<file path="src/rtl/step_clock_generator.sv">
// ----------------------------------------------------------------------------
// step_clock_generator
//
// Produces the processor clock for the ARMAria core from the board oscillator.
// In single-step mode each debounced press of the step button gives exactly one
// high pulse of PULSE_CYCLES; in free-run mode a press starts a free-running
// clock whose half period is (speed_sel+1)*BASE_HALF oscillator cycles.
//
// Ports
//   clk_fpga    in   board oscillator, all state changes on its rising edge
//   reset_fpga  in   synchronous active-high reset
//   step_button in   raw push-button, active-low, asynchronous
//   run_mode    in   board switch, asynchronous; 1 = free-run, 0 = single-step
//   speed_sel   in   [3:0] run-mode half-period multiplier minus one
//   clock       out  registered processor clock
//   clock_rise  out  one-cycle strobe coincident with clock going 0->1
//   running     out  high while free-running (RUN_LOW / RUN_HIGH)
//   cycle_count out  [COUNT_WIDTH-1:0] clock rising edges since reset (wraps)
// ----------------------------------------------------------------------------
module step_clock_generator #(
    parameter int unsigned DEBOUNCE_CYCLES = 50000,
    parameter int unsigned PULSE_CYCLES    = 25000,
    parameter int unsigned BASE_HALF       = 2500000,
    parameter int unsigned COUNT_WIDTH     = 32
) (
    input  logic                   clk_fpga,
    input  logic                   reset_fpga,
    input  logic                   step_button,
    input  logic                   run_mode,
    input  logic [3:0]             speed_sel,
    output logic                   clock,
    output logic                   clock_rise,
    output logic                   running,
    output logic [COUNT_WIDTH-1:0] cycle_count
);

    // Phase counter must cover the step pulse and the slowest run half period.
    localparam int unsigned RUN_MAX   = 16 * BASE_HALF;
    localparam int unsigned PHASE_MAX = (PULSE_CYCLES > RUN_MAX) ? PULSE_CYCLES : RUN_MAX;
    localparam int unsigned PHASE_W   = $clog2(PHASE_MAX + 1);
    localparam int unsigned DEB_W     = $clog2(DEBOUNCE_CYCLES + 1);

    localparam logic [PHASE_W-1:0] PULSE_LAST = PHASE_W'(PULSE_CYCLES - 1);
    localparam logic [DEB_W-1:0]   DEB_LAST   = DEB_W'(DEBOUNCE_CYCLES - 1);

    typedef enum logic [1:0] {
        StIdle,
        StStepHigh,
        StRunLow,
        StRunHigh
    } state_t;

    state_t             state;
    logic               btn_meta;
    logic               btn_sync;
    logic               run_meta;
    logic               run_sync;
    logic [DEB_W-1:0]   deb_cnt;
    logic               deb_level;
    logic               press_event;
    logic [PHASE_W-1:0] phase;
    logic [PHASE_W-1:0] phase_last;

    logic               btn_pressed;
    logic [31:0]        half_len;
    logic [PHASE_W-1:0] half_last;

    // Button is active-low on the board; work with pressed = 1 internally.
    assign btn_pressed = ~btn_sync;

    // Terminal phase count for a run half period at the current speed setting.
    assign half_len  = (32'(speed_sel) + 32'd1) * BASE_HALF;
    assign half_last = PHASE_W'(half_len - 32'd1);

    always_ff @(posedge clk_fpga) begin
        if (reset_fpga) begin
            state       <= StIdle;
            btn_meta    <= 1'b1;
            btn_sync    <= 1'b1;
            run_meta    <= 1'b0;
            run_sync    <= 1'b0;
            deb_cnt     <= '0;
            deb_level   <= 1'b0;
            press_event <= 1'b0;
            phase       <= '0;
            phase_last  <= '0;
            clock       <= 1'b0;
            clock_rise  <= 1'b0;
            running     <= 1'b0;
            cycle_count <= '0;
        end else begin
            btn_meta <= step_button;
            btn_sync <= btn_meta;
            run_meta <= run_mode;
            run_sync <= run_meta;

            // Debounce: accept a new level only after DEBOUNCE_CYCLES straight
            // cycles of disagreement; any agreement restarts the count.
            press_event <= 1'b0;
            if (btn_pressed != deb_level) begin
                if (deb_cnt == DEB_LAST) begin
                    deb_level   <= btn_pressed;
                    deb_cnt     <= '0;
                    press_event <= btn_pressed;
                end else begin
                    deb_cnt <= deb_cnt + 1'b1;
                end
            end else begin
                deb_cnt <= '0;
            end

            clock_rise <= 1'b0;

            unique case (state)
                StIdle: begin
                    clock   <= 1'b0;
                    running <= 1'b0;
                    phase   <= '0;
                    if (press_event) begin
                        if (run_sync) begin
                            state      <= StRunLow;
                            running    <= 1'b1;
                            phase_last <= half_last;
                        end else begin
                            state       <= StStepHigh;
                            clock       <= 1'b1;
                            clock_rise  <= 1'b1;
                            cycle_count <= cycle_count + 1'b1;
                            phase_last  <= PULSE_LAST;
                        end
                    end
                end

                StStepHigh: begin
                    if (phase == phase_last) begin
                        state <= StIdle;
                        clock <= 1'b0;
                        phase <= '0;
                    end else begin
                        phase <= phase + 1'b1;
                    end
                end

                StRunLow: begin
                    if (!run_sync) begin
                        state   <= StIdle;
                        running <= 1'b0;
                        phase   <= '0;
                    end else if (phase == phase_last) begin
                        state       <= StRunHigh;
                        clock       <= 1'b1;
                        clock_rise  <= 1'b1;
                        cycle_count <= cycle_count + 1'b1;
                        phase       <= '0;
                        phase_last  <= half_last;
                    end else begin
                        phase <= phase + 1'b1;
                    end
                end

                StRunHigh: begin
                    // High phases always run to completion so the core never
                    // sees a runt clock pulse.
                    if (phase == phase_last) begin
                        clock <= 1'b0;
                        phase <= '0;
                        if (run_sync) begin
                            state      <= StRunLow;
                            phase_last <= half_last;
                        end else begin
                            state   <= StIdle;
                            running <= 1'b0;
                        end
                    end else begin
                        phase <= phase + 1'b1;
                    end
                end

                default: begin
                    state   <= StIdle;
                    clock   <= 1'b0;
                    running <= 1'b0;
                    phase   <= '0;
                end
            endcase
        end
    end

endmodule

</file>
<file path="config.mk">
export PLATFORM = sky130hd
export DESIGN_NAME = step_clock_generator
export DESIGN_NICKNAME = d
export VERILOG_FILES = /design/src/rtl/step_clock_generator.sv
export SDC_FILE = /design/constraint.sdc
export NUM_CORES = 1
export LEC_CHECK = 0
export CORE_UTILIZATION = 54
export DETAILED_ROUTE_END_ITERATION = 8
export MAX_ROUTING_LAYER = met4
export PLACE_DENSITY = 0.77
export SYNTH_ARGS = -nofsm -noshare
export SYNTH_HDL_FRONTEND = slang
export SYNTH_SLANG_ARGS = --single-unit
</file>
<file path="constraint.sdc">
create_clock -name clk_fpga -period 6.48 [get_ports clk_fpga]
set_input_delay 1.944 -clock clk_fpga [delete_from_list [all_inputs] [get_ports clk_fpga]]
set_output_delay 1.944 -clock clk_fpga [all_outputs]
set_load 0.01 [all_outputs]
</file>
==> results.py <==
metrics = {
    "placed_design": {
        "portBuffers": 42,
        "hpwl_um": 10900,
        "dp.cells": 971,
        "gp_congestion": 0.939,
    },
    "synthesis": {
        "async_flop_share_pct": 0,
        "syn-cell-area_um2": 6370,
        "synth.avg_cell_area_um2": 8.25,
        "synth-seq-cells": 108,
        "synth_edf_count": 0,
        "synth_top_area_cell": "dfxtp_1",
        "ys_warn_count": 0,
        "synth_top_area_share_pct": 33.9,
        "synth.distinct_cells": 59,
        "ys_seq_area_share_pct": 33.9,
        "synth_cells": 772,
        "synth_ff_type": "dfxtp_1",
        "netlist_top_cells_area": "dfxtp_1, xor2_1, ha_1, xnor2_1, nor2_1",
    },
    "floorplanning": {
        "num_io_pins": 43,
        "die_x_um": 111,
        "dieArea_um2": 12200,
        "placementRows": 39,
        "initial_core_util_pct": 55.5,
        "die_y_um": 111,
        "coreArea_um2": 11500,
    },
    "run": {
        "cap_violations": 0,
    },
    "sta": {
        "grt_setup_unrepaired": "false",
        "setup_violations": 0,
        "max_freq_mhz": 161,
        "whs_ns": 0.425,
        "tightest_slew_ns": 0.810,
        "hold_violations": 0,
        "period_minus_slack_ns": 6.21,
        "fin_setup_tns_ns": 0,
        "maxSlewHeadroom_pct": 45.9,
        "finalCritPeriodShare_pct": 95.8,
        "final.setup_skew_ns": 0.0113,
        "slew_violations": 0,
    },
    "setup_path": {
        "cp_common_cell": "ha_1",
        "cpPeakStageDelay_ns": 0.48,
        "crit_fanout": 5,
        "worstSetupPathType": "in -> reg",
        "cp_num_buf_inv": 2,
        "crit_chain": "clkdlybuf4s50_1 > and3_4 > xor2_4 > nor2_1 > nor2_2 > fa_1 > ha_1 > ha_1 > o21ai_0 > a21oi_1 > a311oi_2 > buf_4 > or3_4 > a21boi_4 > nand3_2 > mux2_4 > or3_1 > a311oi_1",
        "worst_path_max_delay_cell": "clkdlybuf4s50_1",
        "crit_family": "simple AND/OR/NAND/NOR gates",
        "r2r_setup_slack_ns": 3.31,
        "critPathLaunchType": "primary input",
        "cp.arrival_ns": 6.47,
        "crit_required_ns": 6.74,
        "crit_path_end_kind": "flip-flop",
        "r2r_start": "phase[2]$_SDFF_PP0_",
        "rr_worst_depth": 9,
        "r2r-end": "cycle_count[25]$_SDFFE_PP0P_",
    },
    "final_layout": {
        "finalNonFillerCells": 986,
        "layout-drive-gt1-share_pct": 9.13,
        "nNetsFinal": 889,
        "antenna_cells": 0,
        "nFillCells": 956,
        "multi_input_area_um2": 4030,
        "register_area_um2": 2160,
        "areaGrowthSynthToFinish_pct": 17.7,
    },
    "cts": {
        "cts_sinks": 108,
        "cts_root_buf": "clkbuf_16",
        "tritoncts.num_buffers": 9,
        "clk_latency_ns": 0.35,
        "htree_levels": 3,
        "clk_pin_slew_ns": 0.08,
        "clk_path_buf_depth": 2,
        "cts_tree": "yes",
        "postCtsHoldBufs": 0,
    },
    "grt": {
        "grt_usage_pct": 24.6,
        "first_global_vias": 5311,
        "grt_antenna_before_repair": 0,
        "grt_pass1_wl_um": 24600,
        "grt_max_degree": 71,
        "overflow": 0,
    },
    "drt": {
        "totalWireLength_um": 14300,
        "ant_nets": 0,
        "vias": 5518,
        "drt_iter0_markers": 309,
        "dr.pass1.iters": 5,
        "drc": 0,
        "wl_per_cell_um": 14.5,
        "viasPerCell": 5.60,
    },
    "pwr": {
        "p_per_area_nw_per_um2": 217,
        "p_leak_nw": 2.92,
        "vdd_ir_drop_max_uv": 231,
        "totalPowerFinal_mw": 1.63,
    },
    "hold_path": {
        "min_path_cells": 1,
        "hold_path_startpoint": "btn_meta$_SDFF_PP1_",
        "hold_class": "reg -> reg",
        "hold_end": "btn_sync$_SDFF_PP1_",
    },
    "status": {
        "status": "completed",
    },
}
synthesized netlist by cell type, drive strengths merged (12+ instances only):
| master | number |
|---|---|
| or3 | 13 |
| o21ai | 24 |
| dfxtp | 108 |
| a211oi | 12 |
| a21oi | 41 |
| nand4 | 24 |
| ha | 38 |
| nand2 | 58 |
| inv | 29 |
| and3 | 20 |
| nor3 | 24 |
| nand3 | 41 |
| xnor2 | 50 |
| nor2 | 105 |
| clkbuf | 24 |
| xor2 | 65 |
report_power, final:
group | switching, mW | internal, mW
Clock | 0.259 | 0.267
Combinational | 0.236 | 0.202
Sequential | 0.00118 | 0.664
per-stage QoR:
step | worst slack, ns | area, µm² | utilization (%)
6_report | 0.269 | 7500 | 65.4
5_1_grt | 0.00982 | 7500 | 65.4
4_1_cts | 0.0751 | 7450 | 65.0
3_5_place_dp | -0.269 | 7170 | 62.5
3_3_place_gp | -0.0371 | 7170 | 62.5
2_1_floorplan | 0.138 | 6370 | -
timing repair:
action	4_1_cts	5_1_grt
gates resized for setup	0	10
endpoints found under the setup margin	0	6
setup buffers	0	0
worst max-delay path by stage:
stage	from	to	cells past startpoint
floorplan	speed_sel[0]	phase_last[20]$_SDFFE_PP0P_	18
global placement	speed_sel[1]	phase_last[20]$_SDFFE_PP0P_	19
detailed placement	speed_sel[1]	phase_last[25]$_SDFFE_PP0P_	18
CTS	speed_sel[1]	phase_last[25]$_SDFFE_PP0P_	18
global route	speed_sel[2]	phase_last[20]$_SDFFE_PP0P_	18
finish	speed_sel[2]	phase_last[20]$_SDFFE_PP0P_	18
cells in the final DEF, fill, tap and decap left out, types with 10 or more instances in the layout:
cell type	count
a211oi_1	12
a21oi_1	40
and2_1	10
and3_1	19
buf_4	41
clkdlybuf4s50_1	38
dfxtp_1	108
ha_1	37
inv_1	28
nand2_1	58
nand3_1	40
nand4_1	24
nor2_1	104
nor3_1	23
o21ai_0	22
or3_1	12
xnor2_1	49
xor2_1	63
registers in the layout (all words and copies together), names as in the netlist:
register / count
press_event: 1
run_meta: 1
clock_rise: 1
btn_meta: 1
phase_last: 23
running: 1
deb_cnt: 16
deb_level: 1
state: 2
run_sync: 1
btn_sync: 1
cycle_count: 32
phase: 26
clock: 1
final cells by class:
| cell class | count | share of cell area (%) |
|---|---|---|
| multi-input cells | 608 | 53.8 |
| flip-flops and latches | 108 | 28.8 |
| repair buffers | 83 | 9.74 |
| clock buffers | 9 | 3.00 |
| well taps | 143 | 2.39 |
| inverters | 29 | 1.45 |
| clock inverters | 6 | 0.817 |
routing by layer:
layer | part of all wire [%] | track usage [%]
met5 | 0 | -
met4 | 1.8 | 8.00
met3 | 2.7 | 3.18
met2 | 50 | 41.4
met1 | 45 | 30.4
kinds of logic after synthesis:
group	count (synthesis)	share of synthesized area (%)
buffers and inverters	57	3.44
other	1	0.0589
AND/OR/NAND/NOR	336	26.0
AO/OA/AOI/OAI	109	10.9
XOR/XNOR	115	16.2
flip-flops	108	33.9
multiplexers	3	0.570
adder cells (fa/ha/maj)	43	8.88
(Power assumes the default switching activity.)
